--- src/rtl/mulu_seq.sv ---
// mulu_seq: radix-2 shift-add multiplier for X_WIDTH x Y_WIDTH operands, one partial product per cycle.
// The product is returned as a registered magnitude p plus sign s, announced by a one-cycle valid strobe.
module mulu_seq #(
   parameter int X_WIDTH   = 4,
   parameter int Y_WIDTH   = 4,
   parameter int SIGNED_EN = 1,
   parameter int P_WIDTH   = X_WIDTH + Y_WIDTH
) (
   input  logic               clk,
   input  logic               reset,
   input  logic               start,
   input  logic               sgn,
   input  logic [X_WIDTH-1:0] x,
   input  logic [Y_WIDTH-1:0] y,
   output logic [P_WIDTH-1:0] p,
   output logic               s,
   output logic               rdy,
   output logic               valid
);
   localparam int CNT_W = $clog2(Y_WIDTH);

   typedef enum logic {IDLE, RUN} state_t;

   state_t             state, state_nxt;
   logic               signed_mode;
   logic [X_WIDTH:0]   x_ext;
   logic [X_WIDTH:0]   x_abs;
   logic [Y_WIDTH-1:0] y_abs;
   logic [P_WIDTH-1:0] mcand;
   logic [P_WIDTH-1:0] acc;
   logic [P_WIDTH-1:0] acc_sum;
   logic [Y_WIDTH-1:0] mplier;
   logic [CNT_W-1:0]   cnt;
   logic               neg;
   logic               last;
   logic               accept;

   assign signed_mode = (SIGNED_EN != 0) && sgn;

   // x is sign-extended by one bit first so the most negative value negates to its true magnitude
   assign x_ext   = {signed_mode & x[X_WIDTH-1], x};
   assign x_abs   = (signed_mode && x[X_WIDTH-1]) ? -x_ext : x_ext;
   assign y_abs   = (signed_mode && y[Y_WIDTH-1]) ? -y : y;
   assign acc_sum = acc + (mplier[0] ? mcand : '0);
   assign last    = (cnt == CNT_W'(Y_WIDTH - 1));
   assign accept  = (state == IDLE) && start;

   always_ff @(posedge clk or posedge reset) begin
      if (reset) state <= IDLE;
      else       state <= state_nxt;
   end

   always_comb begin
      state_nxt = state;
      rdy       = 1'b0;
      case (state)
         IDLE: begin
            rdy = 1'b1;
            if (start) state_nxt = RUN;
         end
         RUN: begin
            if (last) state_nxt = IDLE;
         end
         default: state_nxt = IDLE;
      endcase
   end

   // Operand capture on accept, one shift-add step per RUN cycle, result load on the final step
   always_ff @(posedge clk or posedge reset) begin
      if (reset) begin
         mcand  <= '0;
         mplier <= '0;
         acc    <= '0;
         cnt    <= '0;
         neg    <= 1'b0;
         p      <= '0;
         s      <= 1'b0;
         valid  <= 1'b0;
      end else begin
         valid <= 1'b0;
         if (accept) begin
            mcand  <= {{(P_WIDTH-X_WIDTH-1){1'b0}}, x_abs};
            mplier <= y_abs;
            neg    <= signed_mode & (x[X_WIDTH-1] ^ y[Y_WIDTH-1]);
            acc    <= '0;
            cnt    <= '0;
         end else if (state == RUN) begin
            acc    <= acc_sum;
            mcand  <= mcand << 1;
            mplier <= mplier >> 1;
            cnt    <= cnt + CNT_W'(1);
            if (last) begin
               p     <= acc_sum;
               s     <= neg & (|acc_sum);
               valid <= 1'b1;
            end
         end
      end
   end
endmodule

--- config.mk ---
export PLATFORM = sky130hd
export DESIGN_NAME = mulu_seq
export DESIGN_NICKNAME = d
export VERILOG_FILES = /design/src/rtl/mulu_seq.sv
export SDC_FILE = /design/constraint.sdc
export NUM_CORES = 1
export LEC_CHECK = 0
export BUFFER_PORTS_ARGS = -buffer_cell sky130_fd_sc_hd__buf_4
export CAP_MARGIN = 5
export CORE_ASPECT_RATIO = 0.7
export CORE_MARGIN = 1.5
export CORE_UTILIZATION = 45
export CTS_CLUSTER_SIZE = 25
export DETAILED_ROUTE_END_ITERATION = 7
export PLACE_DENSITY_LB_ADDON = 0.2
export SLEW_MARGIN = 20
export SYNTH_ARGS = -nofsm -noshare
export SYNTH_HDL_FRONTEND = slang
export SYNTH_SLANG_ARGS = --single-unit
--- constraint.sdc ---
create_clock -name clk -period 3.85 [get_ports clk]
set_clock_uncertainty 0.15 [all_clocks]
set_input_delay 0.9625 -clock clk [delete_from_list [all_inputs] [get_ports clk]]
set_output_delay 0.9625 -clock clk [all_outputs]
set_load 0.005 [all_outputs]
# Word-level counts from Yosys, hierarchy flattened

Index checks and enable logic that the tools add are counted.

Bits of input ports: 12
Logic and storage cells: 44
Bits in read-only memories: 0
Memories: 0
Latch bits: 0
Flip-flop bits (word level): 34
Output and inout port bits: 11
Memory bits (writable): 0

Order comparisons: 0
Reduce and logical (&&, ||, !) cells: 6
Bitwise operators: 6
$add $sub $neg: 4
Multipliers: 0
Equality and inequality tests: 1
Shift-type cells: 0
Multiplexer cells: 18
Divide/modulo/power cells: 0

Operators by type and width:

| kind                                                          | count |
|---|---|
| 8-bit two-way mux                                             | 5 |
| 4-bit two-way mux                                             | 3 |
| 8-bit adder                                                   | 1 |
| 8-bit OR reduction                                            | 1 |
| 1-bit two-way mux                                             | 6 |
| 5-bit two-way mux                                             | 1 |
| 5-bit negator                                                 | 1 |
| 2-bit two-way mux                                             | 2 |
| 4-bit negator                                                 | 1 |
| 1-bit bitwise AND                                             | 3 |
| 1-bit logical AND                                             | 3 |
| 3-bit AND reduction                                           | 1 |
| 2-bit by 1-bit adder with 2-bit output, second input constant | 1 |
| 2-bit equality test, second input constant                    | 1 |
| 1-bit inverter                                                | 2 |
| 1-bit one-hot mux with 2 select lines                         | 1 |
| 2-bit nonzero test                                            | 1 |
| 1-bit bitwise XOR                                             | 1 |

# Longest topological paths before layout

Word-level depth: 4
Mapped depth: 9
Mapped depth without buffers: 9

# Worst setup path after synthesis

OpenSTA, ideal clock, no wires.

Path type: register to register
Start: register mplier[0]
End: register s
Period minus slack after synthesis: 2219 ps
Arrival time: 1919 ps
Slack: 1631 ps
Setup time: 150 ps
Required time: 3550 ps
Buffers on the path: 0
Cell stages (with the launch flop): 9
Path through: dfrtp_1 and2_1 ha_1 inv_1 fa_1 xor2_1 nand3b_1 a2111oi_2 a41oi_1

Longest elaborated chain between the ends: 4

RTL lines:

| item                   | line | text |
|---|---|---|
| start, declared        | 32   | `logic [Y_WIDTH-1:0] mplier;` |
| start signal, assigned | 83   | `mplier <= y_abs;` |
| start signal, assigned | 90   | `mplier <= mplier >> 1;` |
| 8-bit two-way mux      | 44   | `assign acc_sum = acc + (mplier[0] ? mcand : '0);` |
| 8-bit adder            | 44   |  |
| 8-bit OR reduction     | 94   | `s <= neg & (\|acc_sum);` |
| 1-bit bitwise AND      | 94   |  |
| end signal, assigned   | 94   |  |
| end, declared          | 16   | `output logic s,` |

No other way between the ends.
A chain may end at the register's enable or synchronous reset.

# Worst setup path after layout

Start: register state
End: output rdy

Longest elaborated chain between the ends: 1

RTL lines:

| item                   | line | text |
|---|---|---|
| start, declared        | 24   | `state_t state, state_nxt;` |
| start signal, assigned | 50   | `else state <= state_nxt;` |
| 1-bit two-way mux      | 56   | `case (state)` |
| end, declared          | 17   | `output logic rdy,` |

No other way between the ends.

==> key figures <==
Run status
  • Status: finished, final reports clean

Hold path
  • Hold path startpoint: p[1]$_DFFE_PP0P_
  • Worst Hold Path Cells: 2
  • Hold endpoint: p[1]$_DFFE_PP0P_
  • Hold WC Path Type: reg -> reg

Logic synthesis
  • Mapped Nets: between 200 and 250
  • Post-synth ARST share: 100.0%
  • Synth Area in Simple Gates: between 10% and 20%
  • Synthesized area per cell: 9.694 sq um
  • Synth Warn #: 0
  • Adder-Cell Fraction of Synth Area: about 8%
  • Syn Std Cell Area: ~1800 sq um
  • Synth Area in Compound Gates: 17.26%
  • Synth Register Bits: 34
  • Multiplexer share of the synthesized area: ~4.6%
  • Distinct cell type count after synthesis: 39
  • Syn Inst Count: between 150 and 200
  • Sequential area share after synthesis: between 40% and 50%
  • Largest family of logic cells by synthesized area: compound AO/OA/AOI/OAI gates
  • Synth Flop Type: dfrtp_1
  • Number of synthesized flops with an enable pin: 0
  • XOR/XNOR Fraction of Synth Area: 3.804%

Setup path
  • Worst reg-to-reg setup slack: about 1300 ps
  • Delay of the slowest critical-path stage: slightly above 900 ps
  • Worst r2r dst: s$_DFFE_PP0P_
  • CP top delay family: flip-flops
  • Slowest cell on the critical path: dfrtp_1
  • CP Buf/Inv Count: 2
  • Worst Path Max Fanout: 31
  • Startpoint types: flop
  • Kind of critical path: reg -> out
  • Crit end category: output pin
  • Crit Reg-Reg Startpoint: mplier[0]$_DFFE_PP0P_
  • Critical Path RT: approximately 2700 ps
  • Critical path, cell by cell: inv_2 > buf_4
  • Reg2reg path depth: 9
  • Worst EP arrival: 1640 ps

STA
  • Worst slew pin tran: ~890 ps
  • Setup ws final: 1097 ps
  • Final slew viol count: 0
  • Fmax: approximately 360 MHz
  • Final-report hold violation count: 0
  • Relative slew slack: about two fifths
  • Final setup viols: 0
  • Setup TNS: 0 ps
  • Min cycle time layout: 2753 ps
  • Period utilisation layout: a little under three quarters
  • RSZ-0062 raised after global routing: false

Final layout
  • Most common cell after layout, fill and taps aside: dfrtp_1
  • Share of cells above drive strength 1: between 10% and 20%
  • Most frequent cells in the layout: 34 x dfrtp_1, 29 x nand2_1, 23 x buf_4
  • Layout area overhead: 16.64%
  • Reg area: between 800 and 900 sq um
  • Area of the multi-input gates: just over 900 sq um
  • # diodes: 0
  • Fill count: 360
  • Final Non-Filler Cells: 267
  • End-of-flow core utilization: 54.77%
  • Nets: about 240

Floorplan
  • Row count: 19
  • Initial Utilization: roughly 47%
  • Core area: around 4000 sq um
  • Die span in y: around 57 um
  • Die area: between 4000 and 5000 sq um
  • Die Span X: between 70 and 80 um
  • IO Pins: 23

GRT
  • Initial antenna violation count: 0
  • Vias in the first global route: between 1000 and 1500
  • Total congestion overflow: 0
  • Global-route wire length before repair: 6.810 mm
  • Largest net degree at the start of global routing: 35
  • Gr usage total: about a fifth

Clock network
  • Deepest clock path buffer count: 2
  • Clock sinks: 34
  • CTS Buf Count: 5
  • Hold-fix buffer count after cts: 0
  • CTS tree: yes
  • Post_cts resized: 0
  • Post-CTS setup buffer count: 0
  • Clock Latency Late Sink: 290 ps
  • Clock Tree Root: clkbuf_8
  • H-tree depth: 2
  • Clock transition at path regs: ~70 ps

Routing
  • Via count: around 1400
  • Remaining DRCs: 0
  • DRT iter0 DRCs: between 100 and 150
  • ANT nets after route: 0
  • Pre-Repair DR Iteration Count: 4
  • Vias per Instance: around 5.4
  • Routed WL: approximately 3.9 mm
  • Drt wl/cell: 14.61 um

Pwr
  • Leak pwr: ~1.1 nW
  • Max IR drop VDD: approximately 370 uV
  • Pwr Total: approximately 1.5 mW
  • Pwr Density: 700.2 nW/um^2

Place
  • Dpl cells: between 200 and 300
  • Global placement routability congestion: 0.8610
  • HPWL after DPL: around 2.9 mm
  • Place WS: about 1400 ps
  • Port Buffers: 22

Run
  • Max_cap viols: 0
-- per-stage QoR --
stage,hold slack [ps],cell area [sq um]
floorplan,298.7,1842
global placement,320.2,2057
detailed placement,328.5,2057
CTS,344.1,2148
global route,378.7,2148
finish,338.4,2148
-- worst reg2reg max path: cells and delay by family, from the launching register on --
kind                     cells  cell delay, ps
flip-flops                   1             460
buffers and inverters        1              50
AND/OR/NAND/NOR              3             360
adder cells (fa/ha/maj)      2             580
AO/OA/AOI/OAI                3             760
-- synth_stat cells (all sizes together) (2+ instances only) --
cell type	count	area share, %
dfrtp	34	46
nand2	30	6.2
o21ai	28	7.6
inv	11	2.2
ha	10	6.8
a21oi	6	1.8
and2	6	2.0
clkbuf	6	1.2
nand2b	6	2.0
xor2	6	2.9
mux2i	5	2.7
nand3	5	1.4
nor2	5	1.0
a22o	3	1.4
mux2	3	1.8
nor2b	3	1.4
o21a	3	1.3
a21o	2	0.81
nand3b	2	0.81
o31ai	2	0.81
xnor2	2	0.95
-- cell type report --
cell class,instances,area share (%)
clock inverters,1,0.2330
repair buffers,23,8.037
well taps,52,3.029
flip-flops and latches,34,39.60
inverters,11,1.922
multi-input cells,139,43.16
clock buffers,7,4.019
-- kinds of logic after synthesis --
logic type | Yosys count
simple gates | 61
compound gates | 51
flops | 34
buf+inv | 17
fa+ha+maj | 11
xor+xnor | 8
mux | 8
-- metal layers --
layer | GRT usage (%) | share of wire (%)
met5 | 0 | 0
met4 | 8.521 | 1.4
met3 | 5.366 | 4.2
met2 | 26.76 | 44
met1 | 29.48 | 51
-- flip-flops by register name, summed over array words and instances (netlist names) --
name	cells
state	1
mcand	8
p	8
mplier	4
acc	8
s	1
valid	1
cnt	2
neg	1
-- worst max path at each step --
stage | startpoint | end | slack, ps | cells after the start
finish | state$_DFF_PP0_ | rdy | 1100 | 2
global route | state$_DFF_PP0_ | rdy | 910 | 2
CTS | state$_DFF_PP0_ | rdy | 1080 | 2
detailed placement | mplier[0]$_DFFE_PP0P_ | s$_DFFE_PP0P_ | 1390 | 9
global placement | mplier[0]$_DFFE_PP0P_ | s$_DFFE_PP0P_ | 1440 | 9
floorplan | mplier[0]$_DFFE_PP0P_ | s$_DFFE_PP0P_ | 1630 | 8
-- power by group --
| group | switching, mW | internal, mW | total [mW] |
|---|---|---|---|
| sequential | 0.137 | 0.503 | 0.640 |
| combinational | 0.309 | 0.279 | 0.588 |
| clock | 0.132 | 0.144 | 0.276 |
| total | 0.578 | 0.927 | 1.50 |
Note: power is estimated with default switching activity, not from simulation.
